### src/rtl/stats_display_scanner_if.sv
// Bundles the statistics counters, display control and seven-segment pins of stats_display_scanner.
// The master modport is the statistics/board side and the slave modport is the scanner.
interface stats_display_scanner_if;
  logic [15:0] nocondition_num;
  logic [15:0] condition_num;
  logic [15:0] condition_success_num;
  logic        halt_sign;
  logic [1:0]  sel;
  logic [7:0]  an;
  logic [7:0]  seg;

  modport master (
    output nocondition_num, condition_num, condition_success_num, halt_sign, sel,
    input  an, seg
  );

  modport slave (
    input  nocondition_num, condition_num, condition_success_num, halt_sign, sel,
    output an, seg
  );
endinterface

### src/rtl/stats_display_scanner.sv
// Snapshots one branch-statistics counter and scans it onto an 8-digit seven-segment display as "C<n>  XXXX".
// Optional macro STATS_DISP_AUTO_ROTATE_EN: ignore sel and cycle through the three counters every ROTATE_FRAMES frames.
module stats_display_scanner #(
  parameter int SCAN_DIV      = 50000,
  parameter int ROTATE_FRAMES = 250
) (
  input  logic                   clk,
  input  logic                   RST,
  stats_display_scanner_if.slave bus
);
  localparam int DIV_W = $clog2(SCAN_DIV);

  if (SCAN_DIV < 2 || ROTATE_FRAMES < 1) begin : g_paramCheck
    $error("stats_display_scanner: SCAN_DIV must be >= 2 and ROTATE_FRAMES >= 1");
  end

  logic [DIV_W-1:0] r_divCnt;
  logic [2:0]       r_digit;
  logic             r_live;
  logic [1:0]       r_selQ;
  logic [15:0]      r_snap0;
  logic [15:0]      r_snap1;
  logic [15:0]      r_snap2;
  logic [7:0]       r_an;
  logic [7:0]       r_seg;
  logic             w_tick;
  logic             w_frameEnd;
  logic [15:0]      w_value;
  logic [3:0]       w_nibble;
  logic [7:0]       w_seg;

  function automatic logic [6:0] hexFont(input logic [3:0] n);
    case (n)
      4'h0: hexFont = 7'h40;
      4'h1: hexFont = 7'h79;
      4'h2: hexFont = 7'h24;
      4'h3: hexFont = 7'h30;
      4'h4: hexFont = 7'h19;
      4'h5: hexFont = 7'h12;
      4'h6: hexFont = 7'h02;
      4'h7: hexFont = 7'h78;
      4'h8: hexFont = 7'h00;
      4'h9: hexFont = 7'h10;
      4'hA: hexFont = 7'h08;
      4'hB: hexFont = 7'h03;
      4'hC: hexFont = 7'h46;
      4'hD: hexFont = 7'h21;
      4'hE: hexFont = 7'h06;
      default: hexFont = 7'h0E;
    endcase
  endfunction

  assign w_tick     = (r_divCnt == DIV_W'(SCAN_DIV - 1));
  assign w_frameEnd = w_tick && r_live && (r_digit == 3'd7);

  // The first tick after reset lights digit 0 without advancing, so every frame starts at d0.
  always_ff @(posedge clk) begin
    if (RST) begin
      r_divCnt <= '0;
      r_digit  <= 3'd0;
      r_live   <= 1'b0;
    end else begin
      r_divCnt <= w_tick ? '0 : r_divCnt + 1'b1;
      if (w_tick) begin
        r_live <= 1'b1;
        if (r_live) r_digit <= r_digit + 3'd1;
      end
    end
  end

  always_ff @(posedge clk) begin
    if (RST) begin
      r_snap0 <= 16'h0000;
      r_snap1 <= 16'h0000;
      r_snap2 <= 16'h0000;
    end else if (bus.halt_sign) begin
      r_snap0 <= bus.nocondition_num;
      r_snap1 <= bus.condition_num;
      r_snap2 <= bus.condition_success_num;
    end
  end

`ifdef STATS_DISP_AUTO_ROTATE_EN
  localparam int ROT_W = (ROTATE_FRAMES > 1) ? $clog2(ROTATE_FRAMES) : 1;
  logic [ROT_W-1:0] r_rotCnt;

  always_ff @(posedge clk) begin
    if (RST) begin
      r_selQ   <= 2'd0;
      r_rotCnt <= '0;
    end else if (w_frameEnd) begin
      if (r_rotCnt == ROT_W'(ROTATE_FRAMES - 1)) begin
        r_rotCnt <= '0;
        r_selQ   <= (r_selQ == 2'd2) ? 2'd0 : r_selQ + 2'd1;
      end else begin
        r_rotCnt <= r_rotCnt + 1'b1;
      end
    end
  end
`else
  always_ff @(posedge clk) begin
    if (RST)             r_selQ <= 2'd0;
    else if (w_frameEnd) r_selQ <= bus.sel;
  end
`endif

  always_comb begin
    w_value  = r_snap2;
    w_nibble = 4'h0;
    w_seg    = 8'hFF;
    case (r_selQ)
      2'd0:    w_value = r_snap0;
      2'd1:    w_value = r_snap1;
      default: w_value = r_snap2;
    endcase
    case (r_digit[1:0])
      2'd0:    w_nibble = w_value[3:0];
      2'd1:    w_nibble = w_value[7:4];
      2'd2:    w_nibble = w_value[11:8];
      default: w_nibble = w_value[15:12];
    endcase
    if (r_selQ == 2'd3) begin
      w_seg = 8'hBF;
    end else begin
      case (r_digit)
        3'd4, 3'd5: w_seg = 8'hFF;
        3'd6:       w_seg = {1'b1, hexFont({2'b00, r_selQ})};
        3'd7:       w_seg = {1'b1, hexFont(4'hC)};
        default:    w_seg = {1'b1, hexFont(w_nibble)};
      endcase
    end
  end

  always_ff @(posedge clk) begin
    if (RST) begin
      r_an  <= 8'hFF;
      r_seg <= 8'hFF;
    end else if (r_live) begin
      r_an  <= ~(8'b1 << r_digit);
      r_seg <= w_seg;
    end
  end

  assign bus.an  = r_an;
  assign bus.seg = r_seg;
endmodule

### src/flat_wrapper.sv
// flat-port wrapper written by rule: the top's interface ports become plain ports
module stats_display_scanner_flat 
#(
  parameter int SCAN_DIV      = 50000,
  parameter int ROTATE_FRAMES = 250
)
  (clk, RST, bus_nocondition_num, bus_condition_num, bus_condition_success_num, bus_halt_sign, bus_sel, bus_an, bus_seg);
  stats_display_scanner_if bus_i ();
  input  logic clk;
  input  logic RST;
  input wire logic [$bits(bus_i.nocondition_num)-1:0] bus_nocondition_num;
  input wire logic [$bits(bus_i.condition_num)-1:0] bus_condition_num;
  input wire logic [$bits(bus_i.condition_success_num)-1:0] bus_condition_success_num;
  input wire logic [$bits(bus_i.halt_sign)-1:0] bus_halt_sign;
  input wire logic [$bits(bus_i.sel)-1:0] bus_sel;
  output wire logic [$bits(bus_i.an)-1:0] bus_an;
  output wire logic [$bits(bus_i.seg)-1:0] bus_seg;
  assign bus_i.nocondition_num = bus_nocondition_num;
  assign bus_i.condition_num = bus_condition_num;
  assign bus_i.condition_success_num = bus_condition_success_num;
  assign bus_i.halt_sign = bus_halt_sign;
  assign bus_i.sel = bus_sel;
  assign bus_an = bus_i.an;
  assign bus_seg = bus_i.seg;
  stats_display_scanner #(.SCAN_DIV(SCAN_DIV), .ROTATE_FRAMES(ROTATE_FRAMES)) u_core (.clk(clk), .RST(RST), .bus(bus_i));
endmodule
### config.mk
export PLATFORM = sky130hd
export DESIGN_NAME = stats_display_scanner_flat
export DESIGN_NICKNAME = d
export VERILOG_FILES = /design/src/rtl/stats_display_scanner_if.sv /design/src/rtl/stats_display_scanner.sv /design/src/flat_wrapper.sv
export SDC_FILE = /design/constraint.sdc
export NUM_CORES = 1
export LEC_CHECK = 0
export CORE_ASPECT_RATIO = 0.5
export CORE_UTILIZATION = 50
export CTS_CLUSTER_DIAMETER = 40
export DETAILED_ROUTE_END_ITERATION = 10
export PLACE_DENSITY = 0.81
export REMOVE_ABC_BUFFERS = 1
export SLEW_MARGIN = 0
export SYNTH_ARGS = -nofsm -noshare
export SYNTH_HDL_FRONTEND = slang
export SYNTH_SLANG_ARGS = --single-unit
### constraint.sdc
create_clock -name clk -period 3.9 [get_ports clk]
set_clock_uncertainty 0.05 [all_clocks]
set_input_delay 0.585 -clock clk [delete_from_list [all_inputs] [get_ports clk]]
set_output_delay 0.585 -clock clk [all_outputs]
set_load 0.01 [all_outputs]
==> flow_metrics.tcl, run 1 <==
set metrics [dict create \
    status "finished, final reports clean" \
    synth_top_area_share 0.414 \
    synth_area_leader_cell "dfxtp_1" \
    area.sequential_mm2 0.00170 \
    cp.required_ns 4.08 \
    synth_seq_cells 85 \
    clk_pin_slew_worst_paths_ns 0.06 \
    routedWlPerCell_um 14.6 \
    grt_pass1_vias 3160 \
    grt_max_degree 47 \
    synth_cell_types 55 \
    slew_headroom 0.298 \
    async_flop_share 0 \
    synth.area.mux_share 0.137 \
    ir_drop_uv 267 \
    synth.avg_cell_area_um2 9.30 \
    fin_area_mm2 0.00510 \
    viasPerCell 5.34 \
    rows 22 \
    via_count 3238 \
    cts_setup_buffers 0 \
    die_width_um 130 \
    core_mm2 0.00762 \
    synth_common_cells "dfxtp_1, nor2_1, mux2i_1, ha_1, clkbuf_1" \
    rsz0062_at_grt "no" \
    dr.first_iter.drc_count 213 \
    hp-class "flip-flop to flip-flop" \
    synthesis.area_mm2 0.00411 \
    reg2reg_slack_ns 0.66 \
    hold_start "u_core.r_divCnt[0]" \
    antenna_found_initial 0 \
    synth_xor_area_frac 0.0320 \
    reg2reg_to "u_core.bus.seg[0]" \
    placed_area_mm2 0.00479 \
    synth_ff_type "dfxtp_1" \
    post-dp-hpwl_mm 6.20 \
    finalWirelength_mm 8.87 \
    maxSlewViolCount 0 \
    cp_max_fo 23 \
    numCtsBuffers 9 \
    setup_tns_ns 0 \
    areaGrowthSynthToFinish_pct 24.1 \
    synth_area_leaders "dfxtp_1, mux2i_1, nor2_1, ha_1, a22o_1" \
    dr.pass1.iters 4 \
    io_buffers 67 \
    yosys.area_share.adder 0.0579 \
    grt_usage 0.231 \
    min_to "u_core.r_divCnt[0]" \
    worstRegToRegCells 12 \
    fin_crit_ns 3.24 \
    clkLatencyLatePin_ns 0.34 \
    layout.nets 566 \
    ioPinCount 69 \
    die-area_mm2 0.00861 \
    htree_levels 3 \
    cp-end-kind "flip-flop" \
    ant_nets 0 \
    worstSetupPathType "flip-flop to flip-flop" \
    period_share 0.831 \
    fmax_mhz 309 \
    cp-start-kind "flip-flop" \
    cap_viol_max_count 0 \
    synth_simple_gate_area_share 0.186 \
    post_cts_resized 0 \
    tightest_slew_ns 1.05 \
    cts.sinks 85 \
    multi_input_area_mm2 0.00221 \
    drc_errors 0 \
    cts_root_buf "clkbuf_16" \
    holdBufCountCts 0 \
    fillerInstances 609 \
    synth_edf_count 0 \
    crit_arrival_ns 3.41 \
    synth_compound_area_frac 0.124 \
    start_util 0.539 \
    grt_pass1_wl_mm 15.2 \
    hold_viol 0 \
    setup_viol 0 \
    synth_top_family_by_area "simple AND/OR/NAND/NOR gates" \
    min_delay_path_depth 1 \
    diodes 0 \
    seq_area_frac_synth 0.414 \
    postSynthCellCount 442 \
    worstReg2RegStart "u_core.r_selQ[0]" \
    clockBufferDepth 2 \
    gp_congestion 0.813 \
    yosysMostFrequentCell "dfxtp_1" \
    yosys_warnings 0 \
    die_h_um 66.1 \
    cts_tree "done" \
    grt_overflow 0 \
    power_density_mw_per_mm2 394 \
    p_leak_nw 2.11 \
    drive_above_1_share 0.0743 \
]
[critical path: stages (launching register included)]
cell     delay [ns]
dfxtp_1        0.38
inv_1          0.10
ha_1           0.30
buf_4          0.25
a22o_1         0.21
o21ai_0        0.21
a41o_1         0.37
inv_1          0.13
ha_1           0.24
nand2_1        0.09
and3b_1        0.17
or4_1          0.47
o32a_1         0.16
[layout make-up]
cell class	count	share of cell area
Timing Repair Buffer	72	0.137
Inverter	12	0.00883
Tap cell	108	0.0265
Clock buffer	11	0.0476
Clock inverter	4	0.0142
Multi-Input combinational cell	314	0.432
Sequential cell	85	0.334
[through the flow]
stage	std cells	power [mW]	utilization	setup WS (ns)	hold slack, ns
after floorplan	411	1.02	-	0.830	0.380
after global placement	591	1.11	0.628	0.878	0.398
after detailed placement	591	1.12	0.628	0.718	0.417
after CTS	606	2.03	0.669	0.677	0.429
after global routing	606	2.08	0.669	0.396	0.458
final	606	2.01	0.669	0.660	0.423
[flip-flops by register name, indices dropped and copies added, names as in the netlist]
name and flops:
u_core.r_selQ 2, u_core.r_snap1 16, u_core.r_snap2 16, u_core.bus.an 8
u_core.bus.seg 7, u_core.r_digit 3, u_core.r_divCnt 16, u_core.r_live 1
u_core.r_snap0 16
[metal layers]
layer  wire, um  part of all wire  vias to the layer above  global-route usage
met1       4020              0.45                     1514               0.287
met5          0                 0                        -                   0
met4        151             0.017                        0              0.0916
li1           -                 -                     1639                   -
met2       4170              0.47                       71               0.382
met3        532             0.060                       14              0.0655
[logic make-up (layout without fill, tap and decap cells)]
group,Yosys count,count (layout)
xor+xnor,15,15
buf+inv,43,99
fa+ha+maj,19,19
mux,56,56
other cells,1,1
compound gates,66,66
flops,85,85
simple gates,157,157
[worst max-delay path by stage]
stage | startpoint | endpoint | slack (ns) | cells past startpoint
3_5_place_dp | u_core.r_selQ[0] | u_core.bus.seg[0] | 0.72 | 12
4_1_cts | u_core.r_selQ[0] | u_core.bus.seg[0] | 0.68 | 12
2_1_floorplan | u_core.r_selQ[1] | u_core.bus.seg[0] | 0.83 | 11
3_3_place_gp | u_core.r_selQ[0] | u_core.bus.seg[0] | 0.88 | 12
6_report | u_core.r_selQ[0] | u_core.bus.seg[0] | 0.66 | 12
5_1_grt | u_core.r_selQ[0] | u_core.bus.seg[0] | 0.40 | 12
[report_power, final]
group | internal (mW) | switching (mW)
sequential | 0.901 | 0.0190
clock | 0.574 | 0.337
combinational | 0.103 | 0.0760
[layout by cell type (no fill, tap or decap), types with 2 or more instances in the layout]
| master | Yosys | routed |
|---|---|---|
| a21boi_1 | 3 | 3 |
| bufinv_16 | 0 | 2 |
| xor2_1 | 9 | 9 |
| clkdlybuf4s50_1 | 0 | 65 |
| a22oi_1 | 2 | 2 |
| nor3_1 | 5 | 5 |
| nor2_1 | 82 | 82 |
| xnor2_1 | 6 | 6 |
| nand4_1 | 4 | 4 |
| a211oi_1 | 3 | 3 |
| a211o_1 | 2 | 2 |
| nand3_1 | 11 | 11 |
| clkbuf_16 | 0 | 9 |
| or3b_2 | 3 | 3 |
| buf_4 | 2 | 5 |
| a21oi_1 | 11 | 11 |
| nor3b_1 | 10 | 10 |
| and3_1 | 4 | 4 |
| a41o_2 | 2 | 2 |
| buf_2 | 8 | 2 |
| o21ai_0 | 8 | 8 |
| dfxtp_1 | 85 | 85 |
| or2_2 | 4 | 4 |
| nor2b_1 | 3 | 3 |
| a31oi_1 | 2 | 2 |
| nand3b_1 | 2 | 2 |
| ha_1 | 19 | 19 |
| inv_1 | 12 | 12 |
| nand2b_1 | 6 | 6 |
| or3_1 | 2 | 2 |
| o32a_1 | 2 | 2 |
| nor4b_1 | 2 | 2 |
| o21ai_1 | 7 | 7 |
| mux2i_1 | 55 | 55 |
| nand2_1 | 14 | 14 |
| a22o_1 | 12 | 12 |
Power figures use the tool's default switching activity.
==> inputs of run 2 (changes only) <==
- CORE_UTILIZATION: 50 -> 48
- clock period: 3.9 -> 2.9 ns (I/O delays scaled with it)
==> flow_metrics.tcl, run 2 (synthesis gave the netlist of run 1 again) <==
set metrics [dict create \
    start_util 0.505 \
    fmax_mhz 357 \
    areaGrowthSynthToFinish_pct 30.2 \
    cp.required_ns 3.08 \
    die-area_mm2 0.00896 \
    hold_viol 0 \
    die_h_um 67.4 \
    dr.pass1.iters 4 \
    timing.final.ws_setup_ns 0.101 \
    rsz0062_at_grt "no" \
    htree_levels 3 \
    fin_crit_ns 2.80 \
    slew_headroom 0.484 \
    cts.sinks 85 \
    post-dp-hpwl_mm 6.44 \
    hp-class "flip-flop to flip-flop" \
    maxSlewViolCount 0 \
    via_count 3359 \
    viasPerCell 5.34 \
    cts_root_buf "clkbuf_16" \
    area.sequential_mm2 0.00171 \
    cp-end-kind "flip-flop" \
    grt_pass1_vias 3065 \
    clk_pin_slew_worst_paths_ns 0.06 \
    clockBufferDepth 2 \
    setup_viol 0 \
    status "finished, final reports clean" \
    routedWlPerCell_um 14.6 \
    cap_viol_max_count 0 \
    fin_util 0.657 \
    dr.first_iter.drc_count 145 \
    cp_max_fo 7 \
    fillerInstances 616 \
    grt_overflow 0 \
    worstSetupPathType "flip-flop to flip-flop" \
    clkLatencyLatePin_ns 0.35 \
    preCtsSetupSlack_ns -0.0815 \
    ir_drop_uv 532 \
    cts_tree "done" \
    setup_tns_ns 0 \
    period_share 0.965 \
    numCtsBuffers 9 \
    finalWirelength_mm 9.18 \
    io_buffers 67 \
    multi_input_area_mm2 0.00225 \
    p_leak_nw 2.22 \
    layout_commonest_cell "dfxtp_1" \
    finalHoldWorstSlack_ns 0.421 \
    final_cell_mix "dfxtp_1, nor2_1, clkdlybuf4s50_1" \
    gp_congestion 0.836 \
    rows 23 \
    layout.nets 584 \
    die_width_um 133 \
    grt_usage 0.216 \
    tightest_slew_ns 0.774 \
    ioPinCount 69 \
    drive_above_1_share 0.124 \
    grt_pass1_wl_mm 15.1 \
    diodes 0 \
    finalPower_mw 2.89 \
    antenna_found_initial 0 \
    drc_errors 0 \
    power_density_mw_per_mm2 539 \
    cp-start-kind "flip-flop" \
    core_mm2 0.00814 \
    ant_nets 0 \
    crit_arrival_ns 2.98 \
    grt_max_degree 43 \
]
[run 2: changes by cell type in the layout (fill, tap and decap cells not counted), sizes merged]
cell,delta
buf,+18
bufinv,+2
clkbuf,-1
clkinv,-1
clkinvlp,+1
[run 2: per-layer routing]
layer	part of all wire	routed length, um	GRT usage	vias up
met5	0	0	0	-
met1	0.49	4460	0.278	1622
met3	0.043	398	0.0721	11
met2	0.46	4260	0.353	55
met4	0.0071	65	0.0517	0
li1	-	-	-	1671
[run 2: critical path, cell delays in order, from the launching register on]
cell,delay (ns)
dfxtp_4,0.37
inv_1,0.08
ha_4,0.19
or3b_2,0.46
a21boi_2,0.19
o41ai_4,0.11
buf_4,0.16
ha_1,0.21
nand2_1,0.08
and3b_1,0.17
or4_1,0.46
o32a_1,0.16
[run 2: area by class of cell]
cell class,count,area share
flip-flops and latches,85,0.319
inverters,12,0.00842
clock buffers,10,0.0428
clock inverters,6,0.0253
multi-input cells,314,0.420
repair buffers,90,0.159
well taps,112,0.0262
[run 2: power breakdown]
part           leakage, nW  internal (mW)  switching [mW]
Sequential           0.696           1.21          0.0268
Combinational         1.36          0.147           0.107
Clock                0.169          0.928           0.468
[run 2: metrics by stage]
stage,instance area [um^2],instances
3_3_place_gp,4900,608
2_1_floorplan,3950,411
6_report,5350,629
5_1_grt,5350,629
4_1_cts,5290,625
3_5_place_dp,4900,608
[run 2: path summary, 6_finish.rpt]
| path | end | slack [ns] | cells after the start | startpoint |
|---|---|---|---|---|
| max | u_core.bus.seg[0] | 0.10 | 11 | u_core.r_selQ[0] |
| min | u_core.r_divCnt[0] | 0.42 | 1 | u_core.r_divCnt[0] |
| max reg2reg | u_core.bus.seg[0] | 0.10 | 11 | u_core.r_selQ[0] |
| min reg2reg | u_core.r_divCnt[0] | 0.42 | 1 | u_core.r_divCnt[0] |
[run 2: repair_timing]
action	CTS	global route
setup endpoints to repair	1	4
gates cloned	0	0
setup buffers	1	4
hold buffers	0	0
resized for setup	4	9
pin swaps	1	4
